--- config.mk ---
export PLATFORM = sky130hd
export DESIGN_NAME = taquito_order_queue
export DESIGN_NICKNAME = d
export VERILOG_FILES = /design/src/rtl/taquito_order_queue.sv
export SDC_FILE = /design/constraint.sdc
export NUM_CORES = 1
export LEC_CHECK = 0
export ABC_CLOCK_PERIOD_IN_PS = 3900
export CORE_ASPECT_RATIO = 1.5
export CORE_MARGIN = 2
export CORE_UTILIZATION = 25
export DETAILED_ROUTE_END_ITERATION = 10
export PLACE_DENSITY = 0.45
export SLEW_MARGIN = 10
export SYNTH_ARGS = -nofsm -noshare
export SYNTH_HDL_FRONTEND = slang
export SYNTH_SLANG_ARGS = --single-unit
--- constraint.sdc ---
create_clock -name clk -period 3.9 [get_ports clk]
set_clock_uncertainty 0.1 [all_clocks]
set_input_delay 0.975 -clock clk [delete_from_list [all_inputs] [get_ports clk]]
set_output_delay 0.975 -clock clk [all_outputs]
set_load 0.03 [all_outputs]
--- src/rtl/taquito_order_queue.sv ---
// One-hot flavour order FIFO with ASCII code output and saturating per-flavour served counters.
// Flavour indices are stored, not codes; the code is looked up from the head entry.
module taquito_order_queue #(
  parameter int                    N_FLAV = 4,
  parameter int                    DEPTH  = 8,
  parameter int                    CNT_W  = 8,
  parameter logic [N_FLAV*8-1:0]   CODES  = {8'd68, 8'd70, 8'd80, 8'd67}
) (
  input  logic                      clk,
  input  logic                      rst_n,
  input  logic [N_FLAV-1:0]         sel,
  input  logic                      sel_valid,
  output logic                      sel_ready,
  output logic [7:0]                code_out,
  output logic                      code_valid,
  input  logic                      code_ready,
  output logic                      err,
  output logic [$clog2(DEPTH):0]    level,
  input  logic                      clr_counts,
  output logic [N_FLAV*CNT_W-1:0]   count
);

  localparam int IDX_W = $clog2(N_FLAV);
  localparam int PTR_W = $clog2(DEPTH);
  localparam int LVL_W = PTR_W + 1;
  localparam logic [N_FLAV-1:0] SEL_ONE = 1;

  logic [IDX_W-1:0] mem [DEPTH];
  logic [PTR_W-1:0] wr_ptr;
  logic [PTR_W-1:0] rd_ptr;
  logic [LVL_W-1:0] lvl;
  logic [CNT_W-1:0] cnt [N_FLAV];

  logic             onehot;
  logic [IDX_W-1:0] sel_idx;
  logic [IDX_W-1:0] head;
  logic             push;
  logic             pop;
  logic             wr_en;

  assign sel_ready  = (lvl != LVL_W'(DEPTH));
  assign code_valid = (lvl != '0);
  assign level      = lvl;
  assign push       = sel_valid & sel_ready;
  assign pop        = code_valid & code_ready;
  assign wr_en      = push & onehot;
  assign head       = mem[rd_ptr];

  // x & (x-1) clears the lowest set bit; zero result with x!=0 means exactly one bit set
  always_comb begin
    onehot  = (sel != '0) && ((sel & (sel - SEL_ONE)) == '0);
    sel_idx = '0;
    for (int i = 0; i < N_FLAV; i++) begin
      if (sel[i]) sel_idx = IDX_W'(i);
    end
  end

  always_comb begin
    code_out = 8'h00;
    if (code_valid) begin
      for (int i = 0; i < N_FLAV; i++) begin
        if (head == IDX_W'(i)) code_out = CODES[8*i +: 8];
      end
    end
  end

  always_ff @(posedge clk) begin
    if (wr_en) mem[wr_ptr] <= sel_idx;
  end

  always_ff @(posedge clk or negedge rst_n) begin
    if (!rst_n) begin
      wr_ptr <= '0;
      rd_ptr <= '0;
      lvl    <= '0;
      err    <= 1'b0;
    end else begin
      err <= push & ~onehot;
      if (wr_en) wr_ptr <= wr_ptr + PTR_W'(1);
      if (pop)   rd_ptr <= rd_ptr + PTR_W'(1);
      case ({wr_en, pop})
        2'b10:   lvl <= lvl + LVL_W'(1);
        2'b01:   lvl <= lvl - LVL_W'(1);
        default: lvl <= lvl;
      endcase
    end
  end

  // Clear wins over a same-cycle pop increment
  always_ff @(posedge clk or negedge rst_n) begin
    if (!rst_n) begin
      for (int i = 0; i < N_FLAV; i++) cnt[i] <= '0;
    end else if (clr_counts) begin
      for (int i = 0; i < N_FLAV; i++) cnt[i] <= '0;
    end else begin
      for (int i = 0; i < N_FLAV; i++) begin
        if (pop && (head == IDX_W'(i)) && (cnt[i] != '1)) cnt[i] <= cnt[i] + CNT_W'(1);
      end
    end
  end

  for (genvar g = 0; g < N_FLAV; g++) begin : g_count
    assign count[CNT_W*g +: CNT_W] = cnt[g];
  end

endmodule
==> results of run 1 <==
## final cells by class
class / instances / area, um^2
clock buffers: 12 / 256
clock inverters: 4 / 72.6
fillers: 1228 / 7870
inverters: 6 / 22.5
multi-input cells: 205 / 1410
flip-flops and latches: 59 / 1560
well taps: 153 / 191
repair buffers: 61 / 578
## cell usage in the layout, fill, tap and decap left out, drive strengths merged, types with 3 or more instances in the layout
| cell type | netlist | layout |
|---|---|---|
| a21oi | 12 | 12 |
| and3 | 9 | 9 |
| buf | 7 | 12 |
| clkbuf | 8 | 12 |
| clkdlybuf4s50 | 0 | 49 |
| conb | 1 | 3 |
| dfrtp | 43 | 43 |
| edfxtp | 16 | 16 |
| ha | 9 | 9 |
| inv | 6 | 6 |
| mux2 | 5 | 5 |
| mux2i | 7 | 7 |
| mux4 | 4 | 4 |
| nand2 | 17 | 17 |
| nand2b | 5 | 5 |
| nand3 | 10 | 10 |
| nand4 | 7 | 7 |
| nor2 | 31 | 31 |
| nor2b | 4 | 4 |
| nor3 | 4 | 4 |
| nor3b | 6 | 6 |
| nor4 | 6 | 6 |
| nor4b | 3 | 3 |
| o21ai | 11 | 11 |
| or3 | 6 | 6 |
| or4 | 3 | 3 |
| xnor2 | 13 | 13 |
| xor2 | 11 | 11 |
## sequential cells by signal, summed over array words and instances (netlist names)
register  count
err           1
wr_ptr        3
rd_ptr        3
level         4
count        32
mem          16
## cells by family after synthesis
kind of cell / Yosys count
DFF: 59
buffers and inverters: 21
AOI/OAI and AO/OA: 34
muxes: 16
xor gates and xnor gates: 24
other: 1
and+or+nand+nor: 119
adders and majority gates: 9
## worst max-delay path: cells and delay by family, from the launching register on
family	cells	cell delay [ns]
multiplexers	2	0.76
buffers and inverters	1	0.67
flip-flops	1	0.54
AND/OR/NAND/NOR	1	0.17
## stage by stage
| step | total power [W] | setup slack (ns) | instances |
|---|---|---|---|
| floorplan | 0.00147 | 0.492 | 285 |
| global placement | 0.00179 | 0.201 | 484 |
| detailed placement | 0.00180 | 0.164 | 484 |
| CTS | 0.00268 | 0.262 | 500 |
| global route | 0.00280 | 0.227 | 500 |
| finish | 0.00264 | 0.351 | 500 |
## how the worst max path moves through the flow
stage                                from                    to  slack, ns  cells past startpoint
floorplan                          sel[3]  level[2]$_DFFE_PN0P_       0.49                     11
global placement                   sel[3]  level[2]$_DFFE_PN0P_       0.20                     12
detailed placement                 sel[3]  level[2]$_DFFE_PN0P_       0.16                     12
CTS                 rd_ptr[0]$_DFFE_PN0P_           code_out[1]       0.26                      4
global route        rd_ptr[0]$_DFFE_PN0P_           code_out[1]       0.23                      4
finish              rd_ptr[0]$_DFFE_PN0P_           code_out[1]       0.35                      4
## power by group
part / internal, W / switching, W / total (W) / leakage [nW]
logic: 0.000401 / 0.000508 / 0.000909 / 0.727
clock network: 0.000592 / 0.000273 / 0.000865 / 0.159
registers: 0.000723 / 0.000141 / 0.000864 / 0.718
## metal layers
metal  part of all wire  up-vias  global-route usage
met1               0.42     1133               0.136
met4              0.022        0              0.0526
li1                   -     1136                   -
met2               0.52       64               0.198
met5                  0        -                   0
met3              0.042       11              0.0228
==> results.py, run 1 <==
metrics = {
    "power": {
        "ir_drop_mv": 0.262,
        "leakagePower_nw": 1.60,
        "powerDensity_nw_per_um2": 646,
    },
    "hold_path": {
        "min_from": "wr_ptr[2]$_DFFE_PN0P_",
        "hold_path.class": "reg2reg",
        "holdPathEnd": "wr_ptr[2]$_DFFE_PN0P_",
        "holdPathStages": 1,
    },
    "clock_network": {
        "cts-htree-levels": 3,
        "cts.repair.resized": 0,
        "cts_max_path_buffers": 2,
        "numCtsBuffers": 9,
        "clockRootBuffer": "clkbuf_16",
        "clock_sink_count": 59,
        "cts_tree": "yes",
        "ctsHoldBuffers": 0,
        "clk_latency_ns": 0.33,
        "postCtsSetupRepairBufs": 0,
        "path_clk_slew_ns": 0.05,
    },
    "placed_design": {
        "gp_congestion": 0.783,
        "dpl_cell_area_um2": 3760,
        "port_buffers": 52,
        "place_hpwl_mm": 5.15,
    },
    "synth": {
        "synth_compound_area_frac": 0.0653,
        "yosys_warnings": 0,
        "synth_edf_count": 16,
        "synth_xor_area_frac": 0.0690,
        "seq_area_frac_synth": 0.511,
        "synthesis.area_um2": 3050,
        "synth.distinct_cells": 44,
        "avgSynthCellArea_um2": 10.8,
        "synth-simple-area-share": 0.210,
        "synth_adder_area_share": 0.0370,
        "yosys.area.top_type": "dfrtp_1",
        "synth_top_family_by_area": "simple AND/OR/NAND/NOR gates",
        "yosysTopAreaCellShare": 0.353,
        "syn_inst": 283,
        "synth_most_common_cell": "dfrtp_1",
        "synthArstFlopShare": 0.729,
        "synthTopCellsByArea": "dfrtp_1, edfxtp_1, nor2_1",
        "synth_mux_area_frac": 0.0752,
        "synthFlopType": "dfrtp_1",
        "synth.top_cells.by_count": "dfrtp_1, nor2_1, nand2_1",
        "ys_ff_latch": 59,
    },
    "sta": {
        "fin_crit_sh": 0.910,
        "max_freq_mhz": 282,
        "worst_pin_slew_ns": 1.03,
        "drv_slew": 0,
        "whs_ns": 0.383,
        "hold_viol": 0,
        "setup-tns-final_ns": 0,
        "rsz0062_at_grt": "no",
        "finalSetupViolCount": 0,
        "fin_crit_ns": 3.55,
        "relSlewSlack": 0.310,
    },
    "global_route": {
        "grt_remaining_overflow": 0,
        "antenna_found_initial": 0,
        "grt_use_total": 0.115,
        "grt_pass1_wl_mm": 11.7,
        "grt_max_degree": 44,
        "grt_pass1_vias": 2323,
    },
    "critical_path": {
        "critPathSlowestCell": "clkdlybuf4s50_1",
        "r2r-start": "level[2]$_DFFE_PN0P_",
        "reg2reg_depth": 9,
        "r2r_slack_ns": 0.74,
        "path_cells": "mux4_2 > mux2i_4 > and2_1 > clkdlybuf4s50_1",
        "critPathMaxStageDelay_ns": 0.67,
        "cp_data_required_time_ns": 2.82,
        "worstPathArrival_ns": 2.47,
        "rr_endpoint": "level[2]$_DFFE_PN0P_",
        "criticalPathCategory": "reg2out",
        "start_kind": "register",
        "endpoint_kind": "output port",
        "path_max_fanout": 6,
    },
    "floorplanning": {
        "rows": 49,
        "die_area_um2": 13100,
        "initial_core_util": 0.255,
        "dieHeight_um": 139,
        "die_w_um": 94.1,
        "coreArea_um2": 12000,
        "ioPinCount": 56,
    },
    "detailed_routing": {
        "drt_wl_total_mm": 7.02,
        "postRouteAntennaNets": 0,
        "first_pass_iters": 4,
        "drt-initial-drc-count": 38,
        "via_per_inst": 4.69,
        "vias": 2344,
        "wl_per_cell_um": 14.0,
        "drc": 0,
    },
    "job": {
        "maxCapViolCount": 0,
    },
    "layout": {
        "nNetsFinal": 360,
        "design_area_um2": 4090,
        "layout-drive-gt1-share": 0.118,
        "diodes": 0,
        "utilization": 0.342,
        "synthToLayoutAreaGrowth_pct": 34.1,
    },
    "run_status": {
        "outcome": "finished, final reports clean",
    },
}
No activity file was read; power rests on OpenSTA's default activity.
==> run 2, diff against run 1 <==
--- a/config.mk
+++ b/config.mk
@@ -5,12 +5,13 @@
 export SDC_FILE = /design/constraint.sdc
 export NUM_CORES = 1
 export LEC_CHECK = 0
+export ABC_AREA = 1
 export ABC_CLOCK_PERIOD_IN_PS = 3900
 export CORE_ASPECT_RATIO = 1.5
 export CORE_MARGIN = 2
 export CORE_UTILIZATION = 25
 export DETAILED_ROUTE_END_ITERATION = 10
-export PLACE_DENSITY = 0.45
+export PLACE_DENSITY = 0.44
 export SLEW_MARGIN = 10
 export SYNTH_ARGS = -nofsm -noshare
 export SYNTH_HDL_FRONTEND = slang
==> results.py, run 2 <==
metrics = {
    "run_status": {
        "outcome": "finished, final reports clean",
    },
    "placed_design": {
        "place_hpwl_mm": 5.92,
        "dpl_cell_area_um2": 4170,
        "gp_congestion": 0.787,
        "port_buffers": 52,
        "dp.cells": 631,
        "pre_cts_slack_ns": 0.466,
    },
    "detailed_routing": {
        "postRouteAntennaNets": 0,
        "wl_per_cell_um": 12.4,
        "vias": 2863,
        "drc": 0,
        "first_pass_iters": 4,
        "drt_wl_total_mm": 7.98,
        "drt-initial-drc-count": 125,
        "via_per_inst": 4.43,
    },
    "synth": {
        "synthTopCellsByArea": "dfrtp_1, edfxtp_1, nand2_1",
        "avgSynthCellArea_um2": 8.21,
        "synth_most_common_cell": "nand2_1",
        "synthFlopType": "dfrtp_1",
        "syn_inst": 424,
        "synth.top_cells.by_count": "nand2_1, nand3_1, inv_1",
        "synth.distinct_cells": 34,
        "yosys.area.top_type": "dfrtp_1",
        "yosysTopAreaCellShare": 0.309,
        "yosys_warnings": 0,
        "synthesis.area_um2": 3480,
        "synth_edf_count": 16,
        "seq_area_frac_synth": 0.447,
        "synthArstFlopShare": 0.729,
        "ys_ff_latch": 59,
    },
    "sta": {
        "drv_slew": 0,
        "max_freq_mhz": 293,
        "relSlewSlack": 0.509,
        "worst_pin_slew_ns": 0.736,
        "hold_viol": 0,
        "layout_setup_ws_ns": 0.483,
        "finalSetupViolCount": 0,
        "fin_crit_sh": 0.876,
        "fin_crit_ns": 3.42,
        "rsz0062_at_grt": "no",
        "setup-tns-final_ns": 0,
    },
    "job": {
        "maxCapViolCount": 0,
    },
    "clock_network": {
        "clock_sink_count": 59,
        "path_clk_slew_ns": 0.05,
        "cts-htree-levels": 3,
        "postCtsSetupRepairBufs": 0,
        "clk_latency_ns": 0.32,
        "numCtsBuffers": 9,
        "ctsHoldBuffers": 0,
        "clockRootBuffer": "clkbuf_16",
        "cts.repair.resized": 0,
        "cts_max_path_buffers": 2,
        "cts_tree": "yes",
    },
    "floorplanning": {
        "dieHeight_um": 149,
        "die_area_um2": 14900,
        "coreArea_um2": 13500,
        "ioPinCount": 56,
        "initial_core_util": 0.257,
        "die_w_um": 100,
        "rows": 52,
    },
    "global_route": {
        "grt_use_total": 0.112,
        "grt_pass1_vias": 2659,
        "grt_remaining_overflow": 0,
        "grt_util_met2": 0.193,
        "antenna_found_initial": 0,
        "grt_max_degree": 53,
        "grt_pass1_wl_mm": 13.2,
        "grt_use_met1": 0.134,
        "top_usage_layer": "met2",
        "met3_usage": 0.0268,
    },
    "layout": {
        "synthToLayoutAreaGrowth_pct": 27.5,
        "final_cell_mix": "nand2_1, nand3_1, inv_1",
        "largest_reg_flops": 32,
        "layout-drive-gt1-share": 0.103,
        "fin_cells": 646,
        "diodes": 0,
        "nNetsFinal": 498,
        "utilization": 0.328,
        "design_area_um2": 4440,
        "layout_commonest_cell": "nand2_1",
    },
    "power": {
        "powerDensity_nw_per_um2": 620,
        "leakagePower_nw": 2.16,
        "ir_drop_mv": 0.538,
    },
    "critical_path": {
        "worstPathArrival_ns": 2.34,
        "critPathBufInv": 2,
        "cp_top_family": "buffers and inverters",
        "cp_data_required_time_ns": 2.82,
        "endpoint_kind": "output port",
        "path_cells": "inv_6 > nand2_1 > nand3_1 > nand3_1 > nand2_1 > nor3_1 > clkdlybuf4s50_1",
        "start_kind": "register",
        "criticalPathCategory": "reg2out",
        "critPathMaxStageDelay_ns": 0.70,
        "critPathSlowestCell": "clkdlybuf4s50_1",
        "path_max_fanout": 10,
    },
    "hold_path": {
        "hold_path.class": "reg2reg",
    },
}
run 2: changes by cell type after synthesis, moves of 7 or more:
cell     before  now
a21oi_1      12    2
and3_1        9    1
inv_1         6   52
nand2_1      17  100
nand2_2       0    8
nand3_1      10   69
nand3_2       0    8
o21ai_0      11    4
xnor2_1      13    4
xor2_1       11   24
run 2: worst paths after layout:
check,start,endpoint,slack (ns),cells after the start
min in group asynchronous,rst_n,level[1]$_DFFE_PN0P_,0.62,1
setup reg to reg,level[0]$_DFFE_PN0P_,level[2]$_DFFE_PN0P_,1.47,12
max in group asynchronous,rst_n,count[5]$_DFFE_PN0P_,2.37,2
hold / removal,wr_ptr[0]$_DFFE_PN0P_,wr_ptr[0]$_DFFE_PN0P_,0.45,2
setup / recovery,rd_ptr[0]$_DFFE_PN0P_,code_out[4],0.48,7
hold reg to reg,wr_ptr[0]$_DFFE_PN0P_,wr_ptr[0]$_DFFE_PN0P_,0.45,2
run 2: report_power, final:
group | internal, W | switching, W | leakage, nW
logic | 0.000408 | 0.000787 | 1.31
clock network | 0.000461 | 0.000251 | 0.130
registers | 0.000723 | 0.000119 | 0.718
total | 0.00159 | 0.00116 | 2.16
run 2: routing by layer:
layer,vias up,share of wire
met1,1338,0.44
met2,51,0.51
met5,-,0
li1,1464,-
met3,10,0.032
met4,0,0.016
run 2: stage by stage:
stage          hold WS [ns]  power [W]
2_1_floorplan         0.398    0.00167
6_report              0.451    0.00275
5_1_grt               0.500    0.00295
4_1_cts               0.455    0.00280
3_5_place_dp          0.440    0.00206
3_3_place_gp          0.440    0.00205
run 2: tightest hold or removal path, cell delays in order, from the launching register on:
cell and delay, ns:
dfrtp_1 0.39, nand2_1 0.07, nand2_1 0.06
run 2: cell type report:
cell class                 count  area [um^2]
fill                        1400         9100
timing repair buffer          54          543
multi-input combinational    298         1640
tap                          162          203
clock buffer                  15          268
inverter                      58          224
sequential                    59         1560
run 2: logic make-up after synthesis:
logic type | count (synthesis) | share of synthesized area
XOR/XNOR | 28 | 0.0705
other | 1 | 0.00108
buffers and inverters | 69 | 0.0830
adder cells (fa/ha/maj) | 9 | 0.0324
AO/OA/AOI/OAI | 9 | 0.0137
AND/OR/NAND/NOR | 249 | 0.352
flip-flops | 59 | 0.447
==> run 3, diff against run 2 <==
--- a/config.mk
+++ b/config.mk
@@ -7,12 +7,15 @@
 export LEC_CHECK = 0
 export ABC_AREA = 1
 export ABC_CLOCK_PERIOD_IN_PS = 3900
+export CELL_PAD_IN_SITES_DETAIL_PLACEMENT = 0
+export CELL_PAD_IN_SITES_GLOBAL_PLACEMENT = 1
 export CORE_ASPECT_RATIO = 1.5
 export CORE_MARGIN = 2
-export CORE_UTILIZATION = 25
+export CORE_UTILIZATION = 40
 export DETAILED_ROUTE_END_ITERATION = 10
-export PLACE_DENSITY = 0.44
+export PLACE_DENSITY = 0.81
 export SLEW_MARGIN = 10
 export SYNTH_ARGS = -nofsm -noshare
 export SYNTH_HDL_FRONTEND = slang
 export SYNTH_SLANG_ARGS = --single-unit
+export TNS_END_PERCENT = 5
==> results.py, run 3 (same netlist as run 2, synthesis figures left out) <==
metrics = {
    "power": {
        "powerDensity_nw_per_um2": 668,
        "ir_drop_mv": 0.377,
        "finalPower_w": 0.00297,
        "leakagePower_nw": 2.20,
    },
    "detailed_routing": {
        "drt-initial-drc-count": 80,
        "drt_wl_total_mm": 7.42,
        "via_per_inst": 4.83,
        "wl_per_cell_um": 12.5,
        "first_pass_iters": 4,
        "vias": 2858,
        "drc": 0,
        "postRouteAntennaNets": 0,
    },
    "critical_path": {
        "path_max_fanout": 10,
        "r2r-start": "level[0]$_DFFE_PN0P_",
        "critPathLaunch": "rd_ptr[0]$_DFFE_PN0P_",
        "reg2reg_depth": 12,
        "critPathMaxStageDelay_ns": 0.72,
        "worstPathArrival_ns": 2.37,
        "start_kind": "register",
        "critPathBufInv": 2,
        "rr_endpoint": "level[2]$_DFFE_PN0P_",
        "cp_top_family": "buffers and inverters",
        "path_cells": "inv_6 > nand2_1 > nand3_1 > nand3_1 > nand2_1 > nor3_1 > clkdlybuf4s50_1",
        "endpoint_kind": "output port",
        "r2r_slack_ns": 1.52,
        "critPathSlowestCell": "clkdlybuf4s50_1",
        "criticalPathCategory": "reg2out",
        "cp_data_required_time_ns": 2.82,
    },
    "layout": {
        "layout-drive-gt1-share": 0.109,
        "nNetsFinal": 498,
        "utilization": 0.528,
        "final_cell_mix": "nand2_1, nand3_1, inv_1",
        "largest_reg_flops": 32,
        "synthToLayoutAreaGrowth_pct": 27.7,
        "diodes": 0,
        "layout_commonest_cell": "nand2_1",
    },
    "hold_path": {
        "holdPathStages": 2,
        "holdPathEnd": "wr_ptr[0]$_DFFE_PN0P_",
        "min_from": "wr_ptr[0]$_DFFE_PN0P_",
        "hold_path.class": "reg2reg",
    },
    "global_route": {
        "grt_pass1_wl_mm": 12.8,
        "grt_pass1_vias": 2755,
        "grt_max_degree": 44,
        "antenna_found_initial": 0,
        "grt_use_total": 0.173,
        "grt_remaining_overflow": 0,
    },
    "clock_network": {
        "cts-htree-levels": 3,
        "clock_sink_count": 59,
        "clockRootBuffer": "clkbuf_16",
        "numCtsBuffers": 9,
        "postCtsSetupRepairBufs": 0,
        "cts_tree": "yes",
        "path_clk_slew_ns": 0.05,
        "cts_max_path_buffers": 2,
        "cts.repair.resized": 0,
        "ctsHoldBuffers": 0,
        "clk_latency_ns": 0.33,
    },
    "job": {
        "maxCapViolCount": 0,
    },
    "sta": {
        "worst_pin_slew_ns": 1.04,
        "relSlewSlack": 0.306,
        "drv_slew": 0,
        "fin_crit_sh": 0.883,
        "fin_crit_ns": 3.44,
        "finalSetupViolCount": 0,
        "max_freq_mhz": 290,
        "hold_viol": 0,
        "setup-tns-final_ns": 0,
        "rsz0062_at_grt": "no",
    },
    "floorplanning": {
        "ioPinCount": 56,
        "die_w_um": 80.2,
        "die_area_um2": 9480,
        "dieHeight_um": 118,
        "coreArea_um2": 8410,
        "initial_core_util": 0.414,
        "rows": 41,
    },
    "placed_design": {
        "port_buffers": 52,
        "gp_congestion": 0.794,
        "place_hpwl_mm": 5.42,
    },
    "run_status": {
        "outcome": "finished, final reports clean",
    },
}
run 3: stage by stage:
stage	instances	worst slack, ns	area, um^2	hold slack [ns]
6_report	592	0.456	4450	0.458
5_1_grt	592	0.301	4450	0.513
4_1_cts	592	0.417	4450	0.467
3_5_place_dp	576	0.432	4090	0.453
3_3_place_gp	576	0.596	4090	0.447
2_1_floorplan	426	1.10	3490	0.398
run 3: how the worst max path moves through the flow:
stage | slack (ns) | end | depth (start not counted)
4_1_cts | 0.42 | code_out[0] | 8
5_1_grt | 0.30 | code_out[0] | 7
3_3_place_gp | 0.60 | level[2]$_DFFE_PN0P_ | 16
6_report | 0.46 | code_out[4] | 7
3_5_place_dp | 0.43 | level[2]$_DFFE_PN0P_ | 16
2_1_floorplan | 1.10 | code_out[0] | 4
run 3: metal layers:
layer  global-route usage  wire [um]  vias to the layer above
met5                    0          0                        -
met4               0.0731        146                        0
met3               0.0519        317                       10
met2                0.294       3830                       54
met1                0.199       3120                     1325
li1                     -          -                     1469
run 3: worst register-to-register path, cell delays in order (launching register included):
cell      delay [ns]
dfrtp_1         0.46
nor2_1          0.19
nand3_2         0.14
nand2_2         0.16
clkinv_2        0.14
ha_1            0.27
nand2_1         0.07
inv_1           0.05
nor2_1          0.16
ha_1            0.18
a21oi_1         0.06
xor2_1          0.17
o21ai_0         0.14
run 3: layout make-up:
| type | count | area, um^2 |
|---|---|---|
| well taps | 107 | 134 |
| fillers | 808 | 3970 |
| clock buffers | 11 | 233 |
| clock inverters | 5 | 125 |
| repair buffers | 54 | 531 |
| flip-flops and latches | 59 | 1560 |
| multi-input cells | 298 | 1640 |
| inverters | 58 | 224 |
run 3: power by group:
part / switching, W / leakage [nW] / internal [W]
sequential: 0.000118 / 0.718 / 0.000723
combinational: 0.000771 / 1.30 / 0.000407
clock: 0.000262 / 0.174 / 0.000687
total: 0.00115 / 2.20 / 0.00182
